[config.mk]
export PLATFORM = sky130hd
export DESIGN_NAME = mipi_frame_transmitter
export DESIGN_NICKNAME = d
export VERILOG_FILES = /design/src/rtl/mipi_frame_transmitter.sv
export SDC_FILE = /design/constraint.sdc
export NUM_CORES = 1
export LEC_CHECK = 0
export ABC_AREA = 1
export CORE_ASPECT_RATIO = 0.6
export CORE_MARGIN = 1.5
export CORE_UTILIZATION = 25
export CTS_CLUSTER_SIZE = 16
export DETAILED_ROUTE_END_ITERATION = 6
export HOLD_SLACK_MARGIN = 0.1
export PLACE_DENSITY_LB_ADDON = 0.15
export SETUP_SLACK_MARGIN = 0.4
export SLEW_MARGIN = 20
export SYNTH_ARGS = -nofsm -noshare
export SYNTH_HDL_FRONTEND = slang
export SYNTH_SLANG_ARGS = --single-unit
export TNS_END_PERCENT = 30
[constraint.sdc]
create_clock -name tx_pixel_clk -period 1.8 [get_ports tx_pixel_clk]
set_input_delay 0.36 -clock tx_pixel_clk [delete_from_list [all_inputs] [get_ports tx_pixel_clk]]
set_output_delay 0.36 -clock tx_pixel_clk [all_outputs]
set_load 0.02 [all_outputs]
[src/rtl/mipi_frame_transmitter.sv]
// Frames a DLEN-byte payload into SOF preamble, marker, header, data, trailer and idle gap words.
// All outputs registered; one frame occupies SOF_REPS+3+NW+GAP busy cycles, start ignored while busy.
module mipi_frame_transmitter #(
   parameter int          DLEN     = 6,
   parameter logic [23:0] SOF      = 24'hEAFF99,
   parameter int          SOF_REPS = 2,
   parameter int          GAP      = 20
) (
   input  logic                tx_pixel_clk,
   input  logic                rst_n,
   input  logic                start,
   input  logic [DLEN*8-1:0]   payload,
   input  logic [7:0]          dtype,
   input  logic [7:0]          phl_id,
   output logic [47:0]         packet,
   output logic                my_mipi_tx_VALID,
   output logic                busy,
   output logic                done
);

   localparam int          W      = DLEN * 8;
   localparam int          NW     = DLEN / 6;
   localparam logic [7:0]  REPS8  = 8'(SOF_REPS);
   localparam logic [7:0]  NW8    = 8'(NW);
   localparam logic [7:0]  GAP8   = 8'(GAP);
   localparam logic [47:0] SOFSOF = {SOF, SOF};

   localparam logic [2:0] S_IDLE  = 3'd0;
   localparam logic [2:0] S_PRE   = 3'd1;
   localparam logic [2:0] S_MARK  = 3'd2;
   localparam logic [2:0] S_HDR   = 3'd3;
   localparam logic [2:0] S_DATA  = 3'd4;
   localparam logic [2:0] S_TRAIL = 3'd5;
   localparam logic [2:0] S_GAP   = 3'd6;

   logic [2:0]  state_q, state_d;
   logic [W-1:0] sh_q, sh_d;
   logic [7:0]  dtype_q, dtype_d;
   logic [7:0]  phl_q, phl_d;
   logic [7:0]  rep_q, rep_d;
   logic [7:0]  wcnt_q, wcnt_d;
   logic [7:0]  gap_q, gap_d;
   logic [47:0] pkt_q, pkt_d;
   logic        vld_q, vld_d;
   logic        busy_q, busy_d;
   logic        done_q, done_d;

   logic [47:0] chunk;
   logic [47:0] data_word;
   logic [47:0] hdr_word;

   // The receiver reassembles each 48-bit word with its halves exchanged.
   assign chunk     = sh_q[W-1 -: 48];
   assign data_word = {chunk[23:0], chunk[47:24]};
   assign hdr_word  = {dtype_q, 32'(DLEN), phl_q};

   always_comb begin
      state_d = state_q;
      sh_d    = sh_q;
      dtype_d = dtype_q;
      phl_d   = phl_q;
      rep_d   = rep_q;
      wcnt_d  = wcnt_q;
      gap_d   = gap_q;
      pkt_d   = pkt_q;
      vld_d   = vld_q;
      busy_d  = busy_q;
      done_d  = 1'b0;

      case (state_q)
         S_IDLE: begin
            pkt_d  = 48'h0;
            vld_d  = 1'b0;
            busy_d = 1'b0;
            if (start) begin
               sh_d    = payload;
               dtype_d = dtype;
               phl_d   = phl_id;
               busy_d  = 1'b1;
               pkt_d   = SOFSOF;
               vld_d   = 1'b1;
               rep_d   = 8'd1;
               state_d = S_PRE;
            end
         end
         S_PRE: begin
            if (rep_q < REPS8) begin
               pkt_d = SOFSOF;
               rep_d = rep_q + 8'd1;
            end else begin
               // The receiver treats the word after the first non-SOF word as the header.
               pkt_d   = 48'h0;
               state_d = S_MARK;
            end
         end
         S_MARK: begin
            pkt_d   = hdr_word;
            state_d = S_HDR;
         end
         S_HDR: begin
            pkt_d   = data_word;
            sh_d    = sh_q << 48;
            wcnt_d  = 8'd1;
            state_d = S_DATA;
         end
         S_DATA: begin
            if (wcnt_q < NW8) begin
               pkt_d  = data_word;
               sh_d   = sh_q << 48;
               wcnt_d = wcnt_q + 8'd1;
            end else begin
               pkt_d   = 48'h0;
               state_d = S_TRAIL;
            end
         end
         S_TRAIL: begin
            pkt_d   = 48'h0;
            vld_d   = 1'b0;
            gap_d   = 8'd1;
            state_d = S_GAP;
         end
         S_GAP: begin
            pkt_d = 48'h0;
            vld_d = 1'b0;
            if (gap_q == GAP8) begin
               done_d  = 1'b1;
               busy_d  = 1'b0;
               state_d = S_IDLE;
            end else begin
               gap_d = gap_q + 8'd1;
            end
         end
         default: begin
            pkt_d   = 48'h0;
            vld_d   = 1'b0;
            busy_d  = 1'b0;
            state_d = S_IDLE;
         end
      endcase
   end

   always_ff @(posedge tx_pixel_clk or negedge rst_n) begin
      if (!rst_n) begin
         state_q <= S_IDLE;
         sh_q    <= '0;
         dtype_q <= 8'h0;
         phl_q   <= 8'h0;
         rep_q   <= 8'h0;
         wcnt_q  <= 8'h0;
         gap_q   <= 8'h0;
         pkt_q   <= 48'h0;
         vld_q   <= 1'b0;
         busy_q  <= 1'b0;
         done_q  <= 1'b0;
      end else begin
         state_q <= state_d;
         sh_q    <= sh_d;
         dtype_q <= dtype_d;
         phl_q   <= phl_d;
         rep_q   <= rep_d;
         wcnt_q  <= wcnt_d;
         gap_q   <= gap_d;
         pkt_q   <= pkt_d;
         vld_q   <= vld_d;
         busy_q  <= busy_d;
         done_q  <= done_d;
      end
   end

   assign packet           = pkt_q;
   assign my_mipi_tx_VALID = vld_q;
   assign busy             = busy_q;
   assign done             = done_q;

endmodule
==> results.py <==
metrics = {
    "synth": {
        "syn-num-nets": 813,
        "synth_cell_types": 23,
        "synth_top_area_cell": "dfrtp_1",
        "synth_edf_count": 0,
        "seq_area_frac_synth_pct": 58.5,
        "yosys_register_bits": 142,
        "yosys_warnings": 0,
        "synthCells": 741,
        "synth_area_um2": 6080,
        "yosys-top-cells-area": "dfrtp_1 58%, nand2_1 17%, nand3_1 6.3%",
        "synthFlopType": "dfrtp_1",
        "async_flop_share_pct": 100,
        "syn_avg_cell_area_um2": 8.20,
        "yosys.area.top_type_share_pct": 58.5,
    },
    "timing": {
        "slew_headroom_pct": 73.7,
        "setup_violations": 0,
        "hold_slack_ps": 415,
        "hold_viol": 0,
        "finalMaxSlewViolations": 0,
        "rsz0062_at_grt": "yes",
        "fmax_mhz": 650,
        "setup_tns_ps": 0,
        "fin_crit_sh_pct": 85.5,
        "finalClockSkew_ps": 9.32,
        "worstMarginPinSlew_ps": 395,
        "timing.final.crit_period_ps": 1540,
        "fin_ws_ps": 261,
    },
    "hold_path": {
        "hold_class": "primary input to asynchronous set/reset pin",
    },
    "pwr": {
        "p_int_w": 0.0102,
        "power.density_nw_per_um2": 1880,
        "power.switching_w": 0.00694,
        "comb_power_share_pct": 50.4,
        "power.leakage_nw": 4.87,
        "power_switching_share_pct": 40.5,
        "irDropWorstVdd_mv": 0.611,
        "p_clk_share_pct": 19.6,
        "share_seq_of_total_power_pct": 30.0,
    },
    "setup_path": {
        "crit_fanout": 6,
        "crit_buf_inv": 5,
        "cp_slowest_stage_delay_ps": 430,
        "slowest_stage": "dfrtp_2",
        "arrival_ps": 1860,
        "rr_worst_depth": 10,
        "required_ps": 2120,
        "cp_cell_sequence": "nor2_4 -> nand2_2 -> inv_2 -> buf_6 -> nand2_4 -> nand2_4 -> buf_12 -> buf_12 -> clkbuf_16 -> nor2_1",
        "cp-start-kind": "register",
        "critPathKind": "register to register",
        "cp_top_family": "buffers and inverters",
        "cp-end-kind": "register",
        "cp_num_cells": 10,
    },
    "floorplanning": {
        "die_area_um2": 25300,
        "die_x_um": 204,
        "io_pins": 118,
        "die_h_um": 124,
        "core_area_um2": 23500,
        "rows": 43,
        "initial_utilization_pct": 25.9,
    },
    "run": {
        "cap_violations": 0,
    },
    "cts": {
        "cts-root-buf": "clkbuf_16",
        "h-tree-depth": 4,
        "cts_buffers": 17,
        "cts_buffer_depth": 2,
        "clk_latency_ps": 430,
        "clock-sinks": 142,
        "tritoncts": "built",
        "path_clk_slew_ps": 60,
    },
    "global_routing": {
        "grt_max_degree": 49,
        "groute.usage.overall_pct": 15.3,
        "grt_first_pass_wirelength_um": 28700,
        "grt_pass1_vias": 5083,
        "antenna_found_initial": 1,
        "grt.overflow.total": 0,
    },
    "route": {
        "num_vias": 5324,
        "avgRoutedWirePerCell_um": 16.2,
        "firstDrtPassIters": 4,
        "ant_nets": 0,
        "drcViolationCount": 0,
        "route.final.wire_length_um": 20400,
        "drt_iter0_markers": 207,
        "via_per_inst": 4.23,
    },
    "finish": {
        "area_growth_pct": 50.1,
        "antenna_cells": 0,
        "fin_nets": 1003,
        "drive_above_1_share_pct": 22.9,
        "layout_commonest_cell": "nand2_1",
        "final_cell_mix": "256 x nand2_1, 139 x dfrtp_1, 81 x nor2_1, 81 x inv_1, 70 x nand3_1",
    },
    "placed_design": {
        "numPortBuffers": 117,
        "dp_worst_setup_slack_ps": 112,
        "dp_hpwl_um": 11500,
        "gp_congestion": 0.765,
    },
    "outcome": {
        "status": "complete, no violations",
    },
}
final timing paths:
path                                              from                      to  slack, ps
worst min register to register    chunk[1]$_DFFE_PN0P_    chunk[1]$_DFFE_PN0P_        470
worst max-delay path            state_q[0]$_DFFE_PN0P_   wcnt_q[7]$_DFFE_PN0P_        260
min in group tx_pixel_clk         chunk[1]$_DFFE_PN0P_    chunk[1]$_DFFE_PN0P_        470
worst max register to register  state_q[0]$_DFFE_PN0P_   wcnt_q[7]$_DFFE_PN0P_        260
max in group asynchronous                        rst_n  state_q[2]$_DFFE_PN0P_        750
worst min-delay path                             rst_n   wcnt_q[1]$_DFFE_PN0P_        420
kinds of logic (layout without fill, tap and decap cells):
group                      after synthesis  count (layout)  synth area share, %
xor gates and xnor gates                 4               4                0.576
adders and majority gates                5               5                 1.03
buffers and inverters                  124             327                 8.48
and+or+nand+nor                        444             444                 29.5
DFF                                    142             142                 58.5
AOI/OAI and AO/OA                       22              22                 1.96
worst reg2reg max path: stages, from the launching register on:
cell       delay [ps]
dfrtp_2           430
nor2_4            170
nand2_2            90
inv_2              80
buf_6             100
nand2_4            50
nand2_4            90
buf_12            130
buf_12            110
clkbuf_16         150
nor2_1             40
timing repair:
item / in CTS / in global routing
hold buffers: 1 / 0
setup endpoints to repair: 184 / 139
pin swaps: 8 / 13
endpoints found under the hold margin: 30 / 0
buffers inserted: 24 / 13
cloned: 6 / 10
resized for setup: 244 / 39
synthesized netlist by cell type (all sizes together), types with 2 or more instances:
cell type	number
a21oi	5
buf	24
clkbuf	7
dfrtp	142
ha	5
inv	93
nand2	277
nand3	76
nand4	3
nor2	87
o21ai	15
o21bai	2
xor2	3
cell type report:
| type | instances | area (µm²) |
|---|---|---|
| multi-input combinational | 475 | 2190 |
| clock buffer | 18 | 429 |
| sequential | 142 | 3560 |
| inverter | 93 | 364 |
| fill | 2465 | 14300 |
| timing repair buffer | 202 | 2070 |
| clock inverter | 14 | 116 |
| tap | 315 | 394 |
flip-flops by register name (all words and copies together), names as in the netlist:
signal / count
wcnt_q: 8
my_mipi_tx_VALID: 1
dtype_q: 8
gap_q: 8
done: 1
phl_q: 8
packet: 48
state_q: 3
busy: 1
rep_q: 8
chunk: 48
metal layers:
layer	track usage, %	wire length (µm)
met1	23.5	11000
met5	0	0
met2	20.8	8300
met3	4.06	889
met4	4.09	195
power groups by stage:
stage / registers (W) / logic [W] / clock network (W)
after floorplan: 0.00561 / 0.00324 / 0
after global placement: 0.00522 / 0.00627 / 0
final: 0.00513 / 0.00863 / 0.00335
after global routing: 0.00526 / 0.00940 / 0.00356
after detailed placement: 0.00518 / 0.00632 / 0
after CTS: 0.00512 / 0.00721 / 0.00342
metrics by stage:
stage / cell area (µm²) / util [%] / instances / power (W)
finish: 9120 / 38.9 / 1259 / 0.0171
global route: 9120 / 38.9 / 1259 / 0.0182
floorplan: 6120 / - / 741 / 0.00885
detailed placement: 7830 / 33.4 / 1173 / 0.0115
CTS: 8660 / 36.9 / 1236 / 0.0158
global placement: 7830 / 33.4 / 1173 / 0.0115
Power figures use the tool's default switching activity.
==> patch (same flow settings) <==
Set the parameter `DLEN` to 7 (it was 6).
--- a/src/rtl/mipi_frame_transmitter.sv
+++ b/src/rtl/mipi_frame_transmitter.sv
@@ -2,5 +2,5 @@
 // All outputs registered; one frame occupies SOF_REPS+3+NW+GAP busy cycles, start ignored while busy.
 module mipi_frame_transmitter #(
-   parameter int          DLEN     = 6,
+   parameter int          DLEN     = 7,
    parameter logic [23:0] SOF      = 24'hEAFF99,
    parameter int          SOF_REPS = 2,
Ports: changed (resized payload); port bits go from 118 to 126. No check against the original RTL was run, so the function may have changed too.
==> patch against the original RTL <==
Setup slack gained 0.026 ns; utilization shrank 2.6 points; sequential cell count grew 8; final cell count grew 7.3%; sequential share of layout area grew 0.32 points; clock skew shrank 0.00073 ns; design area grew 4.7%; synthesized area grew 9.4%; routed wire length shrank 1.8%; power shrank 1.1%; critical path type unchanged; critical endpoint is now sh_q[31].
==> patch: results <==
clock_tree:
  cts_setup_buffers: 7
  cts_made_buffers: 17
  clock_latency_ns: 0.43
  holdBufCountCts: 1
  clockBufferDepth: 2
  ctsResizeCount: 233
outcome:
  status: "finished clean"
power:
  power_leakage_nw: 5.00
  irDropWorstVdd_v: 0.000982
logic_synthesis:
  synthXorXnorAreaFrac: 0.00527
  synth_commonest_cells: "nand2_1 (306), dfrtp_1 (150), nand3_1 (90), inv_1 (86), nor2_1 (54)"
  synth_nets: 884
  async_flop_share: 1.00
  synth_area_leaders: "dfrtp_1 (56%), nand2_1 (17%), nand3_1 (6.8%)"
  syn-instance-count: 804
  synth_compound_area_frac: 0.0179
  synth_cell_types: 26
  synth_adder_area_share: 0.00941
  synthMuxAreaShare: 0
  yosys_warnings: 0
  seq_area_frac_synth: 0.564
  synth_top_family_by_area: "simple AND/OR/NAND/NOR gates"
sta:
  fmax_mhz: 661
  fin_worst_skew_ns: 0.00858
  whs_ns: 0.453
  relSlewSlack: 0.666
drt:
  vias_per_cell: 4.15
  routed_wl_mm: 20.0
  drtIter0Drc: 237
  wl_per_cell_um: 14.8
cells_and_area:
  num-fill-cells: 2767
  fin_area_sq_mm: 0.00956
  nets: 1058
  largest_reg_flops: 56
  drive_gt1_frac: 0.239
worst_setup_path:
  reg2regPathDepth: 9
  crit_arrival_ns: 1.84
  slowest_stage: "dfrtp_1"
  r2r_slack_ns: 0.29
  worstPathMaxFanout: 22
  cpPeakStageDelay_ns: 0.42
global_route:
  gr-usage-all-layers: 0.148
  grt_max_degree: 47
  grt_pass1_wl_mm: 30.5
  grt_pass1_vias: 5297
  grt_antenna_before_repair: 0
placement:
  place_hpwl_mm: 12.8
  placed_cells: 1289
  post-place-ws_ns: -0.0497
  port-buffer-count: 125
  place_congestion: 0.768
  dpl-instance-area_sq_mm: 0.00851
[patch: power by group]
part	switching, mW	internal (mW)	total (mW)
clock network	1.46	2.11	3.57
registers	0.667	4.76	5.43
logic	4.72	3.20	7.92
total	6.85	10.1	16.9
[patch: area by class of cell]
type	instances	area share
Clock buffer	20	0.0478
Clock inverter	12	0.0134
Inverter	93	0.0378
Multi-Input combinational cell	524	0.264
Sequential cell	150	0.393
Tap cell	360	0.0471
Timing Repair Buffer	192	0.197
[patch: logic make-up (layout without fill, tap and decap cells)]
| logic type | count (synthesis) | count (layout) |
|---|---|---|
| compound gates | 22 | 22 |
| simple gates | 493 | 493 |
| xor+xnor | 4 | 4 |
| flops | 150 | 150 |
| buf+inv | 130 | 317 |
| fa+ha+maj | 5 | 5 |
[patch: worst paths after layout]
path | startpoint | end
setup / recovery | state_q[0] | sh_q[31]
setup reg to reg | state_q[0] | sh_q[31]
max in group asynchronous | rst_n | packet[22]
min in group tx_pixel_clk | sh_q[17] | sh_q[17]
hold / removal | rst_n | busy
hold reg to reg | sh_q[17] | sh_q[17]
[patch: critical path: cells and delay by family, from the launching register on]
kind / cells / cell delay (ns)
AND/OR/NAND/NOR: 7 / 0.71
flip-flops: 1 / 0.42
buffers and inverters: 2 / 0.28
[patch: through the flow]
step / total power [mW] / setup TNS, ns
after floorplan: 9.74 / 0
after global placement: 12.6 / -0.0287
after detailed placement: 12.6 / -0.119
after CTS: 16.5 / 0
after global routing: 18.2 / 0
final: 16.9 / 0
[patch: metal layers]
metal | up-vias | track usage | wire length [um] | share of wire
met1 | 2683 | 0.232 | 11000 | 0.55
met3 | 17 | 0.0342 | 805 | 0.040
met2 | 105 | 0.199 | 8020 | 0.40
met5 | - | 0 | 0 | 0
li1 | 2798 | - | - | -
met4 | 0 | 0.0414 | 208 | 0.010
